[src/rtl/prog_loader.sv]
// Byte-stream program loader: frames SYNC_BYTE, 16-bit word count, then data words
// (high byte first) into progmem, holding the CPU in reset until loading completes.
// Optional trailing 16-bit checksum when PROG_LOADER_CHECKSUM_EN is defined.
module prog_loader #(
   parameter int          ADDR_W    = 6,
   parameter logic [7:0]  SYNC_BYTE = 8'hA5
) (
   input  logic              clk,
   input  logic              reset,
   input  logic [7:0]        in_data,
   input  logic              in_valid,
   output logic              in_ready,
   input  logic              reload,
   output logic              pm_we,
   output logic [ADDR_W-1:0] pm_addr,
   output logic [15:0]       pm_wdata,
   output logic              cpu_hold,
   output logic              done,
   output logic              error
);

   typedef enum logic [3:0] {
      S_SYNC,
      S_LEN_HI,
      S_LEN_LO,
      S_DAT_HI,
      S_DAT_LO,
`ifdef PROG_LOADER_CHECKSUM_EN
      S_CHK_HI,
      S_CHK_LO,
`endif
      S_DONE,
      S_ERR
   } state_t;

   // State entered once the data words (if any) have all been received.
`ifdef PROG_LOADER_CHECKSUM_EN
   localparam state_t S_FINISH = S_CHK_HI;
`else
   localparam state_t S_FINISH = S_DONE;
`endif

   localparam logic [16:0] CAPACITY = 17'(2 ** ADDR_W);

   state_t              state_reg, state_next;
   logic [7:0]          hi_reg, hi_next;
   logic [15:0]         remaining_reg, remaining_next;
   logic [ADDR_W-1:0]   idx_reg, idx_next;
   logic                pm_we_reg, pm_we_next;
   logic [ADDR_W-1:0]   pm_addr_reg, pm_addr_next;
   logic [15:0]         pm_wdata_reg, pm_wdata_next;
`ifdef PROG_LOADER_CHECKSUM_EN
   logic [15:0]         sum_reg, sum_next;
`endif

   logic                accept;
   logic [15:0]         byte_pair;
   logic [15:0]         count_w;

   assign in_ready  = (state_reg != S_DONE) && (state_reg != S_ERR);
   assign accept    = in_valid && in_ready;
   assign byte_pair = {hi_reg, in_data};
   assign count_w   = {remaining_reg[15:8], in_data};

   assign pm_we    = pm_we_reg;
   assign pm_addr  = pm_addr_reg;
   assign pm_wdata = pm_wdata_reg;
   assign cpu_hold = (state_reg != S_DONE);
   assign done     = (state_reg == S_DONE);
   assign error    = (state_reg == S_ERR);

   always_ff @(posedge clk or posedge reset) begin
      if (reset) begin
         state_reg     <= S_SYNC;
         hi_reg        <= '0;
         remaining_reg <= '0;
         idx_reg       <= '0;
         pm_we_reg     <= 1'b0;
         pm_addr_reg   <= '0;
         pm_wdata_reg  <= '0;
`ifdef PROG_LOADER_CHECKSUM_EN
         sum_reg       <= '0;
`endif
      end else begin
         state_reg     <= state_next;
         hi_reg        <= hi_next;
         remaining_reg <= remaining_next;
         idx_reg       <= idx_next;
         pm_we_reg     <= pm_we_next;
         pm_addr_reg   <= pm_addr_next;
         pm_wdata_reg  <= pm_wdata_next;
`ifdef PROG_LOADER_CHECKSUM_EN
         sum_reg       <= sum_next;
`endif
      end
   end

   always_comb begin
      state_next     = state_reg;
      hi_next        = hi_reg;
      remaining_next = remaining_reg;
      idx_next       = idx_reg;
      pm_we_next     = 1'b0;
      pm_addr_next   = pm_addr_reg;
      pm_wdata_next  = pm_wdata_reg;
`ifdef PROG_LOADER_CHECKSUM_EN
      sum_next       = sum_reg;
`endif
      case (state_reg)
         S_SYNC: begin
            if (accept && in_data == SYNC_BYTE) begin
               state_next = S_LEN_HI;
               idx_next   = '0;
`ifdef PROG_LOADER_CHECKSUM_EN
               sum_next   = '0;
`endif
            end
         end
         S_LEN_HI: begin
            if (accept) begin
               remaining_next = {in_data, remaining_reg[7:0]};
               state_next     = S_LEN_LO;
            end
         end
         S_LEN_LO: begin
            if (accept) begin
               remaining_next = count_w;
               if (count_w == 16'd0)
                  state_next = S_FINISH;
               else if ({1'b0, count_w} > CAPACITY)
                  state_next = S_ERR;
               else
                  state_next = S_DAT_HI;
            end
         end
         S_DAT_HI: begin
            if (accept) begin
               hi_next    = in_data;
               state_next = S_DAT_LO;
            end
         end
         S_DAT_LO: begin
            // Write strobe is registered, so it is visible the cycle after the low byte.
            if (accept) begin
               pm_we_next     = 1'b1;
               pm_wdata_next  = byte_pair;
               pm_addr_next   = idx_reg;
               idx_next       = idx_reg + ADDR_W'(1);
               remaining_next = remaining_reg - 16'd1;
`ifdef PROG_LOADER_CHECKSUM_EN
               sum_next       = sum_reg + byte_pair;
`endif
               state_next     = (remaining_reg == 16'd1) ? S_FINISH : S_DAT_HI;
            end
         end
`ifdef PROG_LOADER_CHECKSUM_EN
         S_CHK_HI: begin
            if (accept) begin
               hi_next    = in_data;
               state_next = S_CHK_LO;
            end
         end
         S_CHK_LO: begin
            if (accept)
               state_next = (byte_pair == sum_reg) ? S_DONE : S_ERR;
         end
`endif
         S_DONE, S_ERR: begin
            if (reload) begin
               state_next   = S_SYNC;
               pm_addr_next = '0;
            end
         end
         default: state_next = S_SYNC;
      endcase
   end

endmodule

[config.mk]
export PLATFORM = sky130hd
export DESIGN_NAME = prog_loader
export DESIGN_NICKNAME = d
export VERILOG_FILES = /design/src/rtl/prog_loader.sv
export SDC_FILE = /design/constraint.sdc
export NUM_CORES = 1
export LEC_CHECK = 0
export CAP_MARGIN = 30
export CORE_MARGIN = 3
export CORE_UTILIZATION = 40
export CTS_CLUSTER_DIAMETER = 50
export DETAILED_ROUTE_END_ITERATION = 10
export GPL_TIMING_DRIVEN = 1
export SYNTH_ARGS = -nofsm -noshare
export SYNTH_HDL_FRONTEND = slang
export SYNTH_SLANG_ARGS = --single-unit
[constraint.sdc]
create_clock -name clk -period 1.6 [get_ports clk]
set_input_delay 0.32 -clock clk [delete_from_list [all_inputs] [get_ports clk]]
set_output_delay 0.32 -clock clk [all_outputs]
set_load 0.1 [all_outputs]
==> metrics.md <==
| Metric | Value |
|---|---|
| GRT overflow | 0 |
| Syn_area_per_cell | 9.56 sq um |
| Worst Setup Slack, final | -0.122 ns |
| Final Hold Violating Endpoints | 0 |
| Filler cell count | 522 |
| RSZ-0062 raised after global routing | yes |
| Post-synth top flop | dfrtp_1 |
| Delay of the slowest critical-path stage | 0.41 ns |
| Placed cell area | 4140 sq um |
| Lkg Pwr | 2.09 nW |
| First-pass GRT wire length | 13.4 mm |
| Buffers on Ports | 38 |
| Cell Rows | 30 |
| Final Skew | 0.00725 ns |
| Die height | 90.7 um |
| Syn_nets | 315 |
| Actual slew at the worst max-slew pin | 0.360 ns |
| Core area | 6870 sq um |
| Switching power | 4.99 mW |
| WL per Instance | 16.5 um |
| Vias | 2740 |
| Initial DRC Count | 165 |
| Min Tclk post-route | 1.72 ns |
| Setup crit end kind | output port |
| WHS | 0.413 ns |
| #FFs+latches synth | 56 |
| Critical path data required time | 1.28 ns |
| Clock buffer count from CTS | 5 |
| Setup CP Type | reg -> out |
| Total Wirelength | 8.41 mm |
| Slew margin rel. | 75.9% |
| Initial Util | 41.8% |
| Post-synth EDFFs | 0 |
| Post-DP HPWL | 5.63 mm |
| Router iterations before antenna repair | 4 |
| CP dominant cell by count | buf_6 |
| Internal power | 5.51 mW |
| Reg power frac | 25.1% |
| # setup viols final | 19 |
| CTS max path bufs | 2 |
| Synth Cell Area | 2870 sq um |
| Synthesized instance count | 300 |
| Worst path buffer plus inverter count | 3 |
| Vias in the first global route | 2642 |
| Die area | 8220 sq um |
| Comb pwr share | 65.5% |
| Power density cells | 2260 nW/um^2 |
| Fin area | 4650 sq um |
| Max Slew Vio Count | 0 |
| FFs w/ async S/R, synth | 100% |
| Critical Path Fanout Max | 4 |
| Count of cell types in the netlist | 50 |
| Min-Delay Path Class | in -> async |
| Switch share | 47.5% |
| DRC | 0 |
| Synth warn | 0 |
| Maximum clock frequency | 0.581 GHz |
| Clk root buf | clkbuf_8 |
| H-tree lvl count | 2 |
| Crit path DAT | 1.40 ns |
| Largest net degree at the start of global routing | 57 |
| N_diodes | 0 |
| Die span in x | 90.7 um |
| Io pins | 39 |
| Failing checks | setup timing |
| Clock share of power | 9.3% |
| Register area share after synthesis | 48.8% |
| Routability cong. | 0.919 |
| Slowest cell on crit path | dfrtp_1 |
| Worst skew pair latency | 0.32 ns |
| Initial antenna violation count | 0 |
| Clock Sink Count | 56 |
| Post-layout nets | 428 |
| Post-DR vias/cell | 5.37 |
| Max-cap violations | 0 |
| Outcome | finished, violations left |
| Worst Setup Start Kind | flop |
| Routed Antenna Nets | 0 |
| Area grow syn2layout | 62.1% |
| Critical path cell sequence | buf_6, buf_6, xor2_4, nand2_2, buf_12 |
| Clock-pin slew on the worst setup and hold paths | 0.11 ns |
| Top delay family on crit path | buffers and inverters |
| CTS tree | built |
| GRT Overall Usage | 19.9% |
| Fin crit share | 108% |
| Layout cell share with drive strength beyond 1 | 43.0% |
| Peak VDD IR | 1.58 mV |
## per-layer routing
| metal | vias to the layer above | wire length (um) | GRT usage [%] |
|---|---|---|---|
| met5 | - | 0 | 0 |
| met4 | 0 | 87 | 4.59 |
| met3 | 7 | 369 | 2.92 |
| met2 | 76 | 4280 | 32.8 |
| met1 | 1355 | 3670 | 27.7 |
| li1 | 1302 | - | - |
## per-stage QoR
stage	TNS, ns	util (%)	power (mW)	cells	worst slack [ns]
floorplan	-0.205	-	6.05	300	-0.205
global placement	-9.62	60.3	8.48	483	-0.377
detailed placement	-9.94	60.3	8.54	483	-0.408
CTS	-0.577	64.3	9.90	501	-0.134
global route	-2.45	67.7	11.0	510	-0.173
finish	-0.679	67.7	10.5	510	-0.122
## path summary, 6_finish.rpt
path	start	endpoint	slack [ns]	cells past startpoint
setup reg to reg	state_reg[0]	remaining_reg[10]	-0.09	7
max in group asynchronous	reset	state_reg[2]	0.92	3
min in group clk	hi_reg[5]	pm_wdata[13]	0.48	2
hold reg to reg	hi_reg[5]	pm_wdata[13]	0.48	2
setup / recovery	state_reg[1]	in_ready	-0.12	5
hold / removal	reset	pm_wdata[7]	0.41	3
## worst min-delay path: cells and delay by family
| family | cells | cell delay (ns) |
|---|---|---|
| buffers and inverters | 3 | 0.81 |
## logic make-up (layout without fill, tap and decap cells)
group / count (synthesis) / after routing / synth area share [%]
adders and majority gates: 3 / 3 / 1.31
buffers and inverters: 24 / 138 / 3.45
muxes: 9 / 9 / 3.53
xor gates and xnor gates: 6 / 6 / 1.83
DFF: 56 / 56 / 48.8
AOI/OAI and AO/OA: 65 / 65 / 15.8
and+or+nand+nor: 137 / 137 / 25.3
## synth_stat cells, drive strengths merged (4+ instances only)
library cell	count	area [sq um]
nand2	67	251
mux2	9	101
or3	4	25.0
dfrtp	56	1400
nor3b	5	42.5
nand4	7	43.8
a22oi	5	37.5
o22a	4	36.3
clkbuf	6	22.5
a22o	7	61.3
inv	9	33.8
nor2	16	60.1
o311ai	6	52.6
a21oi	6	30.0
o21ai	20	100
a31oi	4	25.0
a32oi	4	35.0
nand3	10	50.1
nor4	7	95.1
nor3	7	35.0
buf	9	42.5
## repair_timing
item | CTS | global route
setup buffers | 11 | 10
pin swaps | 12 | 24
setup endpoints to repair | 23 | 39
gates resized for setup | 26 | 49
hold buffers | 0 | 0
## layout make-up
type,count,area (sq um),area share [%]
clock buffer,5,68.8,1.48
clock inverter,3,46.3,0.995
inverter,9,43.8,0.941
multi-input combinational,220,1590,34.2
sequential,56,1410,30.2
tap,96,120,2.58
timing repair buffer,121,1380,29.6
## power groups by stage
stage          logic (mW)  clock network, mW  registers, mW
2_1_floorplan        1.99                  0           4.06
4_1_cts              6.32               1.01           2.58
6_report             6.88              0.982           2.64
5_1_grt              7.27               1.05           2.71
3_3_place_gp         5.89                  0           2.60
3_5_place_dp         5.93                  0           2.61
## cell usage in the layout, fill, tap and decap left out, types with 9 or more instances in the layout
cell type	n
dfrtp_1	52
nand2_1	62
mux2_2	9
buf_6	13
o21ai_1	11
o21ai_0	9
nor2_1	13
buf_12	31
buf_4	65
(Power assumes the default switching activity.)
==> patch (same settings) <==
The parameter `ADDR_W` goes from 6 to 5.
--- a/src/rtl/prog_loader.sv
+++ b/src/rtl/prog_loader.sv
@@ -4,3 +4,3 @@
 module prog_loader #(
-   parameter int          ADDR_W    = 6,
+   parameter int          ADDR_W    = 5,
    parameter logic [7:0]  SYNC_BYTE = 8'hA5
Interface: changed (resized pm_addr); port bits go from 39 to 38. No check against the original RTL was run, so the function may have changed too.
==> patch against the original RTL <==
  * Area after synthesis down 4.8%
  * Combinational power shrank 11%
  * Global-route usage grew 0.26 points
  * Power shrank 11%
  * Critical path type is now reg2reg
  * Setup slack worse by 0.11 ns
  * First-iteration DRC count fell by 15%
  * The run still ends with setup timing left
  * Sequential cell count down 2
  * Wire length shrank 1.1%
  * Final area decreased by 1.1%
  * Maximum frequency is 6.0% lower
==> patch: results (changes against the original RTL) <==
metric	value	unit	change
status	complete, but fails checks		
violations	setup timing		
grt_pass1_vias	2551		-3.4%
grtUsageMet1	27.4	%	-0.27 points
place_congestion	0.913		-0.62%
ys_seq_area_share	49.5	%	+0.63 points
grt_pass1_wl	12400	µm	-6.9%
num_vias	2779		+1.4%
cp_max_fo	3		-1
synthCells	307		+2.3%
r2r_cells	5		-2
routed_via_density	5.54		+3.0%
holdCritPathClass	in2reg		
total_leakage_power	2.11	nW	+0.94%
grt_usage	20.2	%	+0.26 points
vdd_drop_max	0.00113	V	-29%
crit_slowest_cell	or4_4		
ys_top_cells_by_area	dfrtp_1 (49%), nand2_1 (9.9%), o21ai_0 (4.6%)		
timing.final.ws_setup	-0.233	ns	-0.111 ns
grt_max_degree	55		-3.5%
nets	440		+2.8%
met2_usage	33.1	%	+0.33 points
dpl.hpwl	5260	µm	-6.5%
drtIter0Drc	140		-15%
worst_pin_slew	0.341	ns	-0.0186 ns
setup_viol	44		+25
placed_cells	467		-3.3%
yosysUniqueCellTypes	48		-4.0%
groute.layer.met3.usage	3.26	%	+0.34 points
fin_skew	0.0119	ns	+0.00468 ns
wire_per_inst	16.6	µm	+0.46%
swShare	47.2	%	-0.38 points
ys_top_cells_by_count	nand2_1 (72), dfrtp_1 (54), nor2_1 (25), o21ai_0 (25), clkbuf_1 (13)		
critical_path.max_stage_delay	0.53	ns	+0.12 ns
arrival	2.04	ns	+0.64 ns
syn_nets	322		+2.2%
layout-drive-gt1-share	43.1	%	+0.064 points
-- patch: routing by layer --
metal / routed length (µm) / part of all wire (%)
met2: 4160 / 50
met1: 3660 / 44
met3: 422 / 5.1
met4: 71 / 0.85
met5: 0 / 0
-- patch: stage by stage --
| step | cell area, µm² | power [W] | worst slack (ns) | hold slack (ns) | TNS, ns |
|---|---|---|---|---|---|
| after floorplan | 2830 | 0.00550 | -0.209 | 0.388 | -1.01 |
| after global placement | 3950 | 0.00747 | -0.699 | 0.446 | -10.67 |
| after detailed placement | 3950 | 0.00753 | -0.690 | 0.446 | -10.97 |
| after CTS | 4230 | 0.00865 | -0.194 | 0.418 | -1.77 |
| after global routing | 4600 | 0.00978 | -0.268 | 0.386 | -6.03 |
| final | 4600 | 0.00931 | -0.233 | 0.392 | -3.94 |
-- patch: critical path, delay by kind of cell (launching register included) --
family           cells  cell delay, ns
flip-flops           1            0.45
AO/OA/AOI/OAI        2            0.46
AND/OR/NAND/NOR      3            0.80
-- patch: worst paths after layout --
| path | startpoint | to | slack (ns) |
|---|---|---|---|
| max | remaining_reg[5] | remaining_reg[13] | -0.23 |
| min | in_data[4] | pm_wdata[4] | 0.39 |
| max reg2reg | remaining_reg[5] | remaining_reg[13] | -0.23 |
| min reg2reg | hi_reg[6] | pm_wdata[14] | 0.47 |
| max in group asynchronous | reset | remaining_reg[5] | 0.94 |
| min in group asynchronous | reset | idx_reg[3] | 0.41 |
-- patch: cell families (layout without fill, tap and decap cells) --
family | after synthesis | count (layout) | synth area share (%)
flip-flops | 54 | 54 | 49.5
adder cells (fa/ha/maj) | 3 | 3 | 1.37
AND/OR/NAND/NOR | 138 | 138 | 22.8
XOR/XNOR | 3 | 3 | 0.962
AO/OA/AOI/OAI | 76 | 76 | 18.3
multiplexers | 9 | 9 | 3.66
buffers and inverters | 24 | 142 | 3.39
-- patch: area by class of cell --
type	count	area (µm²)
Sequential cell	54	1350
Multi-Input combinational cell	229	1550
Inverter	9	46.3
Fill cell	449	1890
Clock buffer	5	68.8
Timing Repair Buffer	126	1470
Clock inverter	2	15.0
Tap cell	77	96.3
-- patch: power by group through the flow --
stage               Clock, W  Combinational (W)  Sequential (W)
floorplan                  0            0.00187         0.00363
global placement           0            0.00511         0.00236
detailed placement         0            0.00515         0.00238
CTS                 0.000793            0.00550         0.00236
global route        0.000848            0.00647         0.00246
finish              0.000776            0.00614         0.00240
-- patch: timing repair --
item | CTS | global route
pin swaps | 7 | 15
resized for setup | 38 | 51
setup endpoints to repair | 23 | 57
buffers inserted | 8 | 13
gates cloned | 1 | 6
